## config.mk

```make
export PLATFORM = sky130hd
export DESIGN_NAME = riscv_retire_monitor
export DESIGN_NICKNAME = d
export VERILOG_FILES = /design/src/rtl/riscv_mon_pkg.sv /design/src/rtl/riscv_mon_sat_cnt.sv /design/src/rtl/riscv_retire_monitor.sv
export SDC_FILE = /design/constraint.sdc
export NUM_CORES = 1
export LEC_CHECK = 0
export ABC_AREA = 1
export BUFFER_PORTS_ARGS = -buffer_cell sky130_fd_sc_hd__buf_2
export CAP_MARGIN = 20
export CELL_PAD_IN_SITES_DETAIL_PLACEMENT = 1
export CELL_PAD_IN_SITES_GLOBAL_PLACEMENT = 1
export CORE_ASPECT_RATIO = 0.5
export CORE_MARGIN = 5
export CORE_UTILIZATION = 40
export DETAILED_ROUTE_END_ITERATION = 10
export PLACE_DENSITY = 0.85
export SYNTH_ARGS = -nofsm -noshare
export SYNTH_HDL_FRONTEND = slang
export SYNTH_SLANG_ARGS = --single-unit
export TNS_END_PERCENT = 20
```

## constraint.sdc

```tcl
create_clock -name clk -period 2.7 [get_ports clk]
set_input_delay 0 -clock clk [delete_from_list [all_inputs] [get_ports clk]]
set_output_delay 0 -clock clk [all_outputs]
set_load 0.01 [all_outputs]
```

## src/rtl/riscv_mon_pkg.sv

```systemverilog
// riscv_mon_pkg: shared types and constants for the retire monitor.
//   mon_state_e  - monitor FSM states
//   OPC_SYSTEM / F3_CSRRW - end-of-test instruction decode fields
//   RD_*         - read-port address map
//   SO_*         - encoding reported on state_o
package riscv_mon_pkg;

    typedef enum logic [2:0] {
        ST_IDLE    = 3'd0,
        ST_RUN     = 3'd1,
        ST_DRAIN   = 3'd2,
        ST_DONE    = 3'd3,
        ST_TIMEOUT = 3'd4
    } mon_state_e;

    localparam logic [6:0] OPC_SYSTEM = 7'b1110011;
    localparam logic [2:0] F3_CSRRW   = 3'b001;

    localparam logic [1:0] RD_CYCLE_LO   = 2'd0;
    localparam logic [1:0] RD_CYCLE_HI   = 2'd1;
    localparam logic [1:0] RD_INSTRET_LO = 2'd2;
    localparam logic [1:0] RD_INSTRET_HI = 2'd3;

    localparam logic [1:0] SO_IDLE  = 2'd0;
    localparam logic [1:0] SO_RUN   = 2'd1;
    localparam logic [1:0] SO_DRAIN = 2'd2;
    localparam logic [1:0] SO_DONE  = 2'd3;

    function automatic logic is_csrrw(input logic vld, input logic [31:0] op);
        return vld && (op[6:0] == OPC_SYSTEM) && (op[14:12] == F3_CSRRW);
    endfunction

endpackage

```

## src/rtl/riscv_mon_sat_cnt.sv

```systemverilog
// riscv_mon_sat_cnt: W-bit counter with synchronous clear, enable and a
// 2-bit increment; sticks at all-ones instead of wrapping.
//   clk, rst  - clock, async active-low reset
//   clr_i     - clear to zero (wins over en_i)
//   en_i      - add inc_i this cycle
//   inc_i     - increment amount 0..3
//   cnt_o     - current count
module riscv_mon_sat_cnt #(
    parameter int W = 64
) (
    input  logic         clk,
    input  logic         rst,
    input  logic         clr_i,
    input  logic         en_i,
    input  logic [1:0]   inc_i,
    output logic [W-1:0] cnt_o
);

    logic [W-1:0] cnt_q, cnt_d;
    logic [W:0]   sum;

    always_comb begin
        // one extra bit catches the carry out; any carry means saturate
        sum   = {1'b0, cnt_q} + {{(W-1){1'b0}}, inc_i};
        cnt_d = cnt_q;
        if (clr_i)
            cnt_d = '0;
        else if (en_i)
            cnt_d = sum[W] ? '1 : sum[W-1:0];
    end

    always_ff @(posedge clk or negedge rst) begin
        if (!rst) cnt_q <= '0;
        else      cnt_q <= cnt_d;
    end

    assign cnt_o = cnt_q;

endmodule

```

## src/rtl/riscv_retire_monitor.sv

```systemverilog
// riscv_retire_monitor: counts cycles and retired instructions of the
// dual-issue core, stops after the end-of-test CSRRW plus a drain window,
// or flags a timeout.
//   clk, rst                 - clock, async active-low reset
//   start_i                  - arm request (IDLE/DONE/TIMEOUT only)
//   pipe0/1_valid_wb_i       - retirements this cycle
//   exec0_valid_i/opcode_i   - exec0 instruction for end-of-test detect
//   rd_addr_i / rd_data_o    - 32-bit register read, 1-cycle latency
//   state_o, done_o, timeout_o - registered status
//   cycle_count_o, instret_count_o - live counters
module riscv_retire_monitor
    import riscv_mon_pkg::*;
#(
    parameter int CNT_W          = 64,
    parameter int DRAIN_CYCLES   = 10,
    parameter int TIMEOUT_CYCLES = 50000
) (
    input  logic             clk,
    input  logic             rst,
    input  logic             start_i,
    input  logic             pipe0_valid_wb_i,
    input  logic             pipe1_valid_wb_i,
    input  logic             exec0_valid_i,
    input  logic [31:0]      exec0_opcode_i,
    input  logic [1:0]       rd_addr_i,
    output logic [31:0]      rd_data_o,
    output logic [1:0]       state_o,
    output logic             done_o,
    output logic             timeout_o,
    output logic [CNT_W-1:0] cycle_count_o,
    output logic [CNT_W-1:0] instret_count_o
);

    localparam int DW = (DRAIN_CYCLES > 1) ? $clog2(DRAIN_CYCLES) : 1;
    localparam logic [DW-1:0]    DRAIN_INIT = DW'(DRAIN_CYCLES - 1);
    // counter value that becomes TIMEOUT_CYCLES on this cycle's increment
    localparam logic [CNT_W-1:0] TO_PRE     = CNT_W'(TIMEOUT_CYCLES - 1);

    mon_state_e    state_q;
    logic [DW-1:0] drain_q;
    logic [1:0]    state_enc_q;
    logic          done_q, timeout_q;
    logic [31:0]   rd_data_q, rd_data_d;

    logic       cnt_clr, cnt_en, csrrw_hit, to_hit;
    logic [1:0] ret_inc;
    logic [63:0] cyc64, ins64;

    assign cnt_clr   = start_i && (state_q == ST_IDLE || state_q == ST_DONE ||
                                   state_q == ST_TIMEOUT);
    assign cnt_en    = (state_q == ST_RUN) || (state_q == ST_DRAIN);
    assign ret_inc   = {1'b0, pipe0_valid_wb_i} + {1'b0, pipe1_valid_wb_i};
    assign csrrw_hit = is_csrrw(exec0_valid_i, exec0_opcode_i);
    assign to_hit    = (cycle_count_o == TO_PRE);

    riscv_mon_sat_cnt #(.W(CNT_W)) u_cyc_cnt (
        .clk   (clk),
        .rst   (rst),
        .clr_i (cnt_clr),
        .en_i  (cnt_en),
        .inc_i (2'd1),
        .cnt_o (cycle_count_o)
    );

    riscv_mon_sat_cnt #(.W(CNT_W)) u_ins_cnt (
        .clk   (clk),
        .rst   (rst),
        .clr_i (cnt_clr),
        .en_i  (cnt_en),
        .inc_i (ret_inc),
        .cnt_o (instret_count_o)
    );

    always_ff @(posedge clk or negedge rst) begin
        if (!rst) begin
            state_q     <= ST_IDLE;
            drain_q     <= '0;
            state_enc_q <= SO_IDLE;
            done_q      <= 1'b0;
            timeout_q   <= 1'b0;
        end else begin
            case (state_q)
                ST_IDLE, ST_DONE, ST_TIMEOUT: begin
                    if (start_i) begin
                        state_q     <= ST_RUN;
                        state_enc_q <= SO_RUN;
                        done_q      <= 1'b0;
                        timeout_q   <= 1'b0;
                    end
                end
                ST_RUN: begin
                    // detect takes priority over a coincident timeout
                    if (csrrw_hit) begin
                        state_q     <= ST_DRAIN;
                        state_enc_q <= SO_DRAIN;
                        drain_q     <= DRAIN_INIT;
                    end else if (to_hit) begin
                        state_q     <= ST_TIMEOUT;
                        state_enc_q <= SO_DONE;
                        timeout_q   <= 1'b1;
                    end
                end
                ST_DRAIN: begin
                    if (drain_q == '0) begin
                        state_q     <= ST_DONE;
                        state_enc_q <= SO_DONE;
                        done_q      <= 1'b1;
                    end else begin
                        drain_q <= drain_q - 1'b1;
                    end
                end
                default: begin
                    state_q     <= ST_IDLE;
                    state_enc_q <= SO_IDLE;
                end
            endcase
        end
    end

    // live counters, no snapshot: halves are only coherent once frozen
    assign cyc64 = 64'(cycle_count_o);
    assign ins64 = 64'(instret_count_o);

    always_comb begin
        rd_data_d = '0;
        case (rd_addr_i)
            RD_CYCLE_LO:   rd_data_d = cyc64[31:0];
            RD_CYCLE_HI:   rd_data_d = cyc64[63:32];
            RD_INSTRET_LO: rd_data_d = ins64[31:0];
            RD_INSTRET_HI: rd_data_d = ins64[63:32];
            default:       rd_data_d = '0;
        endcase
    end

    always_ff @(posedge clk or negedge rst) begin
        if (!rst) rd_data_q <= '0;
        else      rd_data_q <= rd_data_d;
    end

    assign rd_data_o = rd_data_q;
    assign state_o   = state_enc_q;
    assign done_o    = done_q;
    assign timeout_o = timeout_q;

endmodule

```

* Word level (Yosys, flattened, before mapping)
Index checks and enable logic that the tools add are counted.
** Storage, ports and cells
- ROM bits :: 0
- Memories :: 0
- Output and inout port bits :: 164
- Latch bits :: 0
- Flip-flop bits (word level) :: 171
- Logic and storage cells :: 73
- Bits in writable memories :: 0
** Cells by class
- Bitwise gates (word level) :: 0
- Add/sub/neg operators :: 4
- Reduce and logical (&&, ||, !) cells :: 18
- Magnitude comparators :: 0
- Mux-type cells :: 26
- Divide/modulo/power cells :: 0
- Shift-type cells :: 0
- Equal/unequal tests :: 17
- Multipliers :: 0
** Operator list (count)
- 64-bit 2-to-1 mux :: 6
- 32-bit one-hot mux with 4 select lines :: 1
- 64-bit by 1-bit adder with 65-bit output, second input constant :: 1
- 64-bit by 2-bit adder with 65-bit output :: 1
- 64-bit by 16-bit equality test with 1-bit output, second input constant :: 1
- 3-bit 2-to-1 mux :: 4
- 2-bit inequality test, second input constant :: 5
- 3-bit one-hot mux with 3 select lines :: 1
- 3-bit AND reduction :: 3
- 2-bit 2-to-1 mux :: 4
- 4-bit 2-to-1 mux :: 2
- 4-bit one-hot mux with 2 select lines :: 1
- 2-bit nonzero test :: 4
- 7-bit equality test, second input constant :: 1
- 3-bit by 1-bit equality test with 1-bit output, second input constant :: 2
- 3-bit by 2-bit equality test with 1-bit output, second input constant :: 2
- 2-bit one-hot mux with 3 select lines :: 1
- 2-bit equality test, second input constant :: 2
- 4-bit logical NOT :: 1
- 1-bit 2-to-1 mux :: 4
- 1-bit one-hot mux with 2 select lines :: 2
- 4-bit AND reduction :: 1
- 4-bit by 1-bit subtractor with 4-bit output, second input constant :: 1
- 3-bit equality test, second input constant :: 1
- 9 further kinds :: 13

* Depth between registers and ports, before layout
Gate-level depths: netlist of run 1.
- Depth in word-level cells :: 5
- Mapped depth :: 15

* By module
A second synthesis of run 1 with hierarchy kept.
** Unflattened totals
- Cells, all modules :: 1943
- Area, all modules :: 12199.2 um^2
** By module, submodules not included
- riscv_mon_sat_cnt (u_cyc_cnt) :: area each 4922.2 um^2, seq. area each 1601.5 um^2, cells an instance 801, times used 1
- riscv_mon_sat_cnt (u_ins_cnt) :: area each 4830.9 um^2, seq. area each 1601.5 um^2, cells an instance 787, times used 1
- riscv_retire_monitor :: area each 2446.1 um^2, seq. area each 1076.0 um^2, cells an instance 355, times used 1

* Worst setup path before layout of run 1
OpenSTA, ideal clock, no wires.
- Kind :: register to register
- Start :: register u_ins_cnt.cnt_q[0], in the netlist u_ins_cnt.cnt_o[0]
- End :: register u_ins_cnt.cnt_q[37], in the netlist u_ins_cnt.cnt_o[37]
- Setup time :: 66 ps
- Path slack :: 475 ps
- Path buffers :: 1
- Arrival :: 2160 ps
- Cell stages (with the launch flop) :: 16
- Cells stage by stage :: dfrtp_1 inv_1 fa_1 inv_1 ha_1 nand2_1 nor2_4 nand2_2 nor2_8 nand2_4 nor2_8 nand2_2 buf_6 nand3_1 nand2_1 nand2_1
** Between the ends
- Word-level cells in the longest chain between the ends :: 4
** RTL lines
- from (decl) :: line riscv_mon_sat_cnt.sv:19 : logic [W-1:0] cnt_q, cnt_d;
- from (signal assigned) :: line riscv_mon_sat_cnt.sv:34 : else cnt_q <= cnt_d;
- 64-bit by 2-bit adder with 65-bit output :: line riscv_mon_sat_cnt.sv:24 : sum = {1'b0, cnt_q} + {{(W-1){1'b0}}, inc_i};
- 64-bit 2-to-1 mux :: line riscv_mon_sat_cnt.sv:29 : cnt_d = sum[W] ? '1 : sum[W-1:0];
- 64-bit 2-to-1 mux :: line riscv_mon_sat_cnt.sv:28 : else if (en_i)
- 64-bit 2-to-1 mux :: line riscv_mon_sat_cnt.sv:26 : if (clr_i)
No other way between the ends. The select of a mux whose other input is x is not followed.
A chain may end at the register's enable or synchronous reset.

* Worst setup path after layout of run 1
- Start :: register u_ins_cnt.cnt_q[0], in the netlist u_ins_cnt.cnt_o[0]
- End :: register u_ins_cnt.cnt_q[42], in the netlist u_ins_cnt.cnt_o[42]
The elaborated chain is that of the path after synthesis.

==> results.md, run 1 <==
- Status: complete, no violations
- Adder-Cell Fraction of Synth Area: 0.596%
- Max cap viols: 0
- Clock skew after layout: 6.61 ps
- Post-Synth Simple-Gate Area: 43.6%
- Vias in the first global route: 13900
- Critical Path Fanout Max: 22
- Initial antenna violation count: 0
- Lkg Pwr: 6.84 nW
- Slew Limit Headroom: 36.0%
- Tot GR Track Use: 32.1%
- Synth Cell Area: 11800 sq um
- GPL Wtd Cong: 0.967
- Final Instance Area: 14000 sq um
- Commonest cells after routing, fill and taps aside: nand2_1, nor2_1, buf_2
- Drt first pass iters: 5
- DIE AREA: 33100 sq um
- Die X: 252 um
- Pin count of the biggest net entering global routing: 132
- Synth-to-Final Area Change: 19.3%
- Largest cells by area after synthesis: dfrtp_1, nand2_1, nor2_1
- Internal Power: 4.40 mW
- Post-layout minimum cycle time: 2540 ps
- Seq/Total Area, Yosys: 36.4%
- Commonest non-fill, non-tap cell in the layout: nand2_1
- Total congestion overflow: 0
- Post-synthesis compound-gate area fraction: 10.1%
- H-Tree Depth: 4
- Hpwl dp: 40.9 mm
- Root buf cell: clkbuf_16
- Clock share of power: 35.3%
- Psw: 2.75 mW
- Final period util: 93.9%
- Die H: 131 um
- # diodes: 0
- Starting Density: 40.6%
- Std cell rows: 44
- Worst-skew pair later-pin latency: 470 ps
- Syn nets: 1881
- Layout fillers: 3991
- Non-Filler Instances: 2448
- CTS tree: done
- Pre-CTS WS: 45.8 ps
- Final Net Count: 2089
- Number of buffers created by CTS: 17
- Pwr dens: 510 nW/um^2
- CP dominant cell by count: nand2_1
- Leading area contributor after synthesis: dfrtp_1
- Multiplexer fraction of the synthesized cell area: 0%
- Worst VDD drop: 0.842 mV
- Via count: 13800
- Mapped Cells: 1836
- Crit path kind: register to register
- Clock buffer depth: 2
- Slowest-stage cell, CP: fa_1
- Combinational power share: 25.5%
- Synth cell types: 35
- Worst Setup End Kind: register
- Core area: 29000 sq um
- Clock transition at path regs: 70 ps
- First-pass GRT wire length: 83.0 mm
- WL per Instance: 22.2 um
- Sink Count: 171
- Largest family of logic cells by synthesized area: simple AND/OR/NAND/NOR gates
- Ports: 204
- Worst Path Buf+Inv: 2
- Final worst slack: 164 ps
- Sequential share of power: 39.2%
- Final hold vios: 0
- Min-delay worst type: primary input to register
- Post-Synth XOR/XNOR Area: 2.76%
- Synthesized flop and latch total: 171
- Slew @ Worst Pin: 957 ps
- Yosys top cell area share: 36.4%
- DR vias/cell: 5.65
- Critical Path AT: 2940 ps
- Crit start category: register
- Mean Syn Cell Area: 6.40 sq um
- Max incr delay on CP: 410 ps
- Drt drc: 0
- Highest clock rate: 394 MHz
- Routed Antenna Nets: 0
- RSZ-0062 raised after global routing: false
- Placed cells: 2412
- WP data required: 3100 ps
- Final setup viols: 0
- Setup TNS: 0 ps
- Crit-path cells: inv_1, fa_1, inv_1, ha_1, nand2_1, nor2_4, nand2_2, nor2_8, nand2_4, nor2_8, nand2_4, nand3_1, nand2_1, nand2_1
- Initial DRC count: 1638
- Final WL: 54.3 mm
- Share of cells above drive strength 1: 16.3%
- I/O Buffers: 181
- Placed inst area: 13400 sq um
- Synth Warn #: 0
- Net Sw Frac: 38.5%
- Max-slew violations: 0
- Delay-heaviest family, CP: simple AND/OR/NAND/NOR gates
==> cell usage after synthesis, drive strengths merged <==
cell,instances
clkbuf,30
nand2,789
nor2,309
nor3,5
nor3b,1
o211ai,26
o2111ai,31
o21ai,127
a21oi,5
xnor2,6
inv,134
xor2,31
a21o,1
buf,22
or2,3
fa,1
nand3b,1
ha,4
nand3,103
nand4,35
dfrtp,171
o22ai,1
==> tightest hold or removal path, cell delays in order <==
cell	delay [ps]
buf_2	130
nor2_2	120
nand2_1	90
o2111ai_1	90
==> cell type report <==
| type | instances | area, sq um | share of cell area [%] |
|---|---|---|---|
| Tap cell | 391 | 489 | 3.49 |
| Sequential cell | 171 | 4280 | 30.5 |
| Clock inverter | 13 | 119 | 0.848 |
| Timing Repair Buffer | 241 | 1440 | 10.3 |
| Multi-Input combinational cell | 1479 | 6730 | 48.0 |
| Inverter | 134 | 503 | 3.59 |
| Clock buffer | 19 | 453 | 3.23 |
==> registers in the layout, indices dropped and copies added, names as in the netlist <==
| name | flops |
|---|---|
| u_cyc_cnt.cnt_o | 64 |
| timeout_o | 1 |
| done_o | 1 |
| state_q | 3 |
| drain_q | 4 |
| state_o | 2 |
| u_ins_cnt.cnt_o | 64 |
| rd_data_o | 32 |
==> logic make-up (layout without fill, tap and decap cells) <==
| group | Yosys count | after routing |
|---|---|---|
| flip-flops | 171 | 171 |
| XOR/XNOR | 37 | 37 |
| adder cells (fa/ha/maj) | 5 | 5 |
| AO/OA/AOI/OAI | 191 | 191 |
| AND/OR/NAND/NOR | 1246 | 1246 |
| buffers and inverters | 186 | 407 |
==> through the flow <==
step                util, %  hold WS [ps]  total power [mW]
floorplan                 -          -296              3.91
global placement       46.2          35.1              4.58
detailed placement     46.2          32.8              4.64
CTS                    48.3          14.8              7.13
global route           48.4          63.3              7.42
finish                 48.4          15.1              7.15
==> power by group through the flow <==
| stage | logic (mW) | registers [mW] | clock network (mW) |
|---|---|---|---|
| 6_report | 1.82 | 2.80 | 2.52 |
| 5_1_grt | 1.96 | 2.82 | 2.64 |
| 4_1_cts | 1.81 | 2.80 | 2.52 |
| 3_5_place_dp | 1.79 | 2.85 | 0 |
| 3_3_place_gp | 1.74 | 2.84 | 0 |
| 2_1_floorplan | 1.06 | 2.86 | 0 |
==> what timing repair did <==
item	4_1_cts	5_1_grt
resized for setup	1	1
endpoints found under the setup margin	1	19
setup buffers	0	2
pin swaps	0	1
endpoints found under the hold margin	57	0
hold buffers	2	0
==> metal layers <==
| metal | part of all wire (%) | GRT usage, % |
|---|---|---|
| met1 | 42 | 43.7 |
| met5 | 0 | 0 |
| met4 | 3.2 | 10.5 |
| met3 | 8.4 | 6.16 |
| met2 | 47 | 51.9 |
==> final timing paths <==
| check | start | slack, ps | cells past startpoint | endpoint |
|---|---|---|---|---|
| max | u_ins_cnt.cnt_o[0] | 160 | 14 | u_ins_cnt.cnt_o[42] |
| min | rd_addr_i[0] | 20 | 4 | rd_data_o[31] |
| max reg2reg | u_ins_cnt.cnt_o[0] | 160 | 14 | u_ins_cnt.cnt_o[42] |
| min reg2reg | state_q[0] | 470 | 2 | state_q[0] |
| max in group asynchronous | rst | 1820 | 3 | u_ins_cnt.cnt_o[59] |
| min in group asynchronous | rst | 100 | 2 | u_cyc_cnt.cnt_o[17] |
No activity file was read; power rests on OpenSTA's default activity.
==> run 2: changes to the inputs <==
--- a/config.mk
+++ b/config.mk
@@ -10,7 +10,7 @@
 export CAP_MARGIN = 20
 export CELL_PAD_IN_SITES_DETAIL_PLACEMENT = 1
 export CELL_PAD_IN_SITES_GLOBAL_PLACEMENT = 1
-export CORE_ASPECT_RATIO = 0.5
+export CORE_ASPECT_RATIO = 0.75
 export CORE_MARGIN = 5
 export CORE_UTILIZATION = 40
 export DETAILED_ROUTE_END_ITERATION = 10
==> results.md, run 2 (synthesis results as in run 1) <==
- Status: complete, no violations
- # diodes: 0
- I/O Buffers: 181
- DIE AREA: 32900 sq um
- Via count: 14400
- Met2 Wirelength: 24.2 mm
- Share of cells above drive strength 1: 17.2%
- Number of buffers created by CTS: 17
- Worst VDD drop: 1.34 mV
- Final hold vios: 0
- Fin Hold WS: 60.1 ps
- WP data required: 3030 ps
- Slew @ Worst Pin: 806 ps
- Final Net Count: 2108
- Pin count of the biggest net entering global routing: 132
- Initial antenna violation count: 0
- Ports: 204
- Root buf cell: clkbuf_16
- WL per Instance: 23.6 um
- Sink Count: 171
- Starting Density: 40.5%
- Critical Path Fanout Max: 7
- Clock transition at path regs: 70 ps
- Drt drc: 0
- Min-delay worst type: primary input to asynchronous set/reset pin
- Std cell rows: 54
- Final period util: 95.5%
- First-pass GRT wire length: 87.4 mm
- Total Power: 7.51 mW
- Worst-skew pair later-pin latency: 460 ps
- Worst Setup End Kind: register
- Drt first pass iters: 5
- Tot GR Track Use: 34.8%
- Routed wl met3: 6.97 mm
- RSZ-0062 raised after global routing: false
- Setup TNS: 0 ps
- Die X: 208 um
- DR vias/cell: 5.84
- Final setup viols: 0
- Clock buffer depth: 2
- Routed Antenna Nets: 0
- Die H: 158 um
- Net Sw Frac: 38.2%
- Crit start category: register
- Max cap viols: 0
- Post-layout minimum cycle time: 2580 ps
- Clock share of power: 37.1%
- DRT met1 WL: 25.7 mm
- Final WL: 58.3 mm
- Combinational power share: 25.5%
- Initial DRC count: 1309
- Commonest cells after routing, fill and taps aside: nand2_1, nor2_1, buf_2
- Max-slew violations: 0
- Post-layout util: 49.0%
- Clock skew after layout: 17.9 ps
- Critical Path AT: 2910 ps
- Pwr dens: 528 nW/um^2
- GPL Wtd Cong: 1.06
- Highest clock rate: 388 MHz
- Top layer in use: met4
- Lkg Pwr: 6.96 nW
- Commonest non-fill, non-tap cell in the layout: nand2_1
- Slew Limit Headroom: 46.2%
- Psw: 2.87 mW
- Total congestion overflow: 0
- Core area: 29100 sq um
- Synth-to-Final Area Change: 21.1%
- CTS tree: done
- H-Tree Depth: 4
- Crit path kind: register to register
- Vias in the first global route: 14200
- Sequential share of power: 37.4%
- Hpwl dp: 44.4 mm
- Internal Power: 4.64 mW
## run 2: changes by cell type in the layout (fill, tap and decap cells not counted), moves of 2 or more
cell       change
clkbuf_8       +2
bufinv_16      +2
clkinv_2       -3
nor2_2         +2
buf_4         +19
clkinv_4       -2
nand2_2        +2
## run 2: worst max-delay path, stage by stage, from the launching register on
cell and delay [ps]:
dfrtp_1 660, nand2_1 140, nor2_1 410, nand2_1 210, nor2_1 270, nand3_1 390
o211ai_1 300, nand2_1 80
## run 2: path summary, 6_finish.rpt
kind / depth (start not counted) / slack, ps / from / endpoint
max: 7 / 120 / u_cyc_cnt.cnt_o[21] / u_cyc_cnt.cnt_o[29]
min: 2 / 60 / rst / u_cyc_cnt.cnt_o[3]
max reg2reg: 7 / 120 / u_cyc_cnt.cnt_o[21] / u_cyc_cnt.cnt_o[29]
min reg2reg: 2 / 490 / state_o[1] / state_o[1]
max in group asynchronous: 3 / 1770 / rst / u_cyc_cnt.cnt_o[56]
min in group clk: 6 / 60 / exec0_opcode_i[14] / state_o[0]
## run 2: power by group through the flow
| stage | sequential, mW | clock [mW] | combinational [mW] |
|---|---|---|---|
| finish | 2.81 | 2.79 | 1.92 |
| global route | 2.82 | 2.89 | 2.04 |
| CTS | 2.80 | 2.79 | 1.87 |
| detailed placement | 2.85 | 0 | 1.86 |
| global placement | 2.84 | 0 | 1.78 |
| floorplan | 2.86 | 0 | 1.06 |
## run 2: repair_timing
action	in CTS	in global routing
hold buffers	1	0
hold endpoints to repair	138	0
setup endpoints to repair	0	46
gates resized for setup	0	4
setup buffers	0	7
## run 2: area by class of cell
| class | count | area (sq um) |
|---|---|---|
| Fill cell | 3970 | 14800 |
| Multi-Input combinational cell | 1479 | 6730 |
| Sequential cell | 171 | 4280 |
| Timing Repair Buffer | 260 | 1590 |
| Inverter | 134 | 503 |
| Tap cell | 392 | 490 |
| Clock buffer | 21 | 480 |
| Clock inverter | 11 | 158 |
## run 2: stage by stage
stage | setup WS, ps | cells | cell area, sq um
final | 121 | 2468 | 14200
after global routing | 11.0 | 2468 | 14200
after CTS | 35.2 | 2460 | 14100
after detailed placement | 54.7 | 2427 | 13500
after global placement | 242 | 2427 | 13500
after floorplan | 475 | 1836 | 11800
## run 2: routing by layer
metal | global-route usage [%] | vias up
li1 | - | 6324
met1 | 48.9 | 7207
met2 | 52.0 | 787
met3 | 11.5 | 93
met4 | 8.94 | 0
met5 | 0 | -
==> run 3: changes to the inputs <==
==> constraint.sdc (replaced) <==
create_clock -name clk -period 2.9 [get_ports clk]
set_input_delay 0 -clock clk [delete_from_list [all_inputs] [get_ports clk]]
set_output_delay 0 -clock clk [all_outputs]
set_load 0.01 [all_outputs]
==> results.md, run 3 (synthesis results as in run 1) <==
- Worst VDD drop: 0.769 mV
- Clock skew after layout: 19.2 ps
- Sink Count: 171
- HP Start: exec0_opcode_i[14]
- Initial antenna violation count: 0
- Crit path kind: register to register
- H-Tree Depth: 4
- Root buf cell: clkbuf_16
- Final period util: 93.6%
- Worst-case reg-to-reg path depth: 15
- Crit start category: register
- Worst R2R Start: u_ins_cnt.cnt_o[0]
- Hpwl dp: 44.5 mm
- Number of buffers created by CTS: 17
- WHS Path Cells: 6
- Worst Hold Path EP: state_q[1]
- Clock transition at path regs: 80 ps
- Commonest non-fill, non-tap cell in the layout: nand2_1
- Via count: 14300
- DR vias/cell: 5.84
- Worst-skew pair later-pin latency: 470 ps
- Pre-CTS WS: 160 ps
- Final Instance Area: 14100 sq um
- Slew Limit Headroom: 55.4%
- Final worst slack: 187 ps
- I/O Buffers: 181
- Slew @ Worst Pin: 666 ps
- FF-to-FF End: u_ins_cnt.cnt_o[18]
- Clock buffer depth: 2
- Status: complete, no violations
- WP data required: 3280 ps
- Share of cells above drive strength 1: 16.4%
- Std cell rows: 54
- WL per Instance: 23.8 um
- Layout fillers: 3967
- Worst Setup End Kind: register
- Initial DRC count: 1439
- # diodes: 0
- RSZ-0062 raised after global routing: false
- Pwr dens: 494 nW/um^2
- Total congestion overflow: 0
- Die X: 208 um
- Placed inst area: 13400 sq um
- Vias in the first global route: 14200
- Min-delay worst type: primary input to register
- DIE AREA: 32900 sq um
- Lkg Pwr: 6.88 nW
- Drt drc: 0
- Setup TNS: 0 ps
- Ports: 204
- Final WL: 58.4 mm
- Max-slew violations: 0
- Max cap viols: 0
- Final setup viols: 0
- First-pass GRT wire length: 87.8 mm
- Starting Density: 40.5%
- Commonest cells after routing, fill and taps aside: nand2_1, nor2_1, buf_2
- Synth-to-Final Area Change: 19.6%
- Highest clock rate: 369 MHz
- Routed Antenna Nets: 0
- R2R setup slack: 190 ps
- Drt first pass iters: 5
- Critical Path Fanout Max: 15
- Final Net Count: 2089
- Core area: 29100 sq um
- Die H: 158 um
- GPL Wtd Cong: 0.979
- CTS tree: done
- Tot GR Track Use: 34.8%
- Final hold vios: 0
- Critical Path AT: 3090 ps
- Post-layout minimum cycle time: 2710 ps
- Pin count of the biggest net entering global routing: 132
[run 3: worst max path at each step]
stage	startpoint	end	slack, ps	cells after the start
finish	u_ins_cnt.cnt_o[0]	u_ins_cnt.cnt_o[18]	190	15
global route	u_ins_cnt.cnt_o[0]	u_ins_cnt.cnt_o[18]	20	15
CTS	u_ins_cnt.cnt_o[0]	u_ins_cnt.cnt_o[9]	80	14
detailed placement	u_ins_cnt.cnt_o[0]	u_ins_cnt.cnt_o[9]	160	14
global placement	u_ins_cnt.cnt_o[0]	u_ins_cnt.cnt_o[25]	330	14
floorplan	u_ins_cnt.cnt_o[0]	u_ins_cnt.cnt_o[37]	670	15
[run 3: area by class of cell]
| class | count | area (sq um) | area share (%) |
|---|---|---|---|
| clock buffers | 18 | 439 | 3.12 |
| clock inverters | 14 | 174 | 1.24 |
| inverters | 134 | 503 | 3.58 |
| multi-input cells | 1479 | 6730 | 47.8 |
| flip-flops and latches | 171 | 4280 | 30.4 |
| well taps | 392 | 490 | 3.49 |
| repair buffers | 241 | 1450 | 10.3 |
[run 3: critical path, stage by stage (launching register included)]
cell	delay (ps)
dfrtp_1	360
inv_1	80
fa_1	400
inv_1	90
ha_1	180
nand2_1	110
nor2_4	170
nand2_2	140
nor2_8	210
nand2_4	120
nor2_8	130
nand2_2	180
buf_12	220
nand2_1	80
nand2_1	50
o21ai_0	100
[run 3: report_power, final]
| group | internal, mW | switching (mW) |
|---|---|---|
| Combinational | 0.387 | 1.42 |
| Clock | 1.33 | 1.19 |
| Sequential | 2.49 | 0.121 |
| Total | 4.21 | 2.73 |
[run 3: metal layers]
layer,wire (um),track usage (%),vias up
li1,-,-,6292
met3,6830,9.55,109
met2,24200,51.4,829
met4,1430,9.28,0
met5,0,0,-
met1,25900,50.4,7065
[run 3: repair_timing]
action                                  CTS  global route
endpoints found under the hold margin    59             0
resized for setup                         0             1
buffers inserted                          0             0
endpoints found under the setup margin    0            12
hold buffers                              1             0
[run 3: metrics by stage]
| step | std cells | power [mW] | hold slack [ps] | util [%] |
|---|---|---|---|---|
| floorplan | 1836 | 3.64 | -296 | - |
| global placement | 2415 | 4.33 | 6.93 | 46.1 |
| detailed placement | 2415 | 4.39 | 12.8 | 46.1 |
| CTS | 2448 | 6.89 | 26.8 | 48.3 |
| global route | 2449 | 7.15 | 92.7 | 48.4 |
| finish | 2449 | 6.94 | 32.8 | 48.4 |
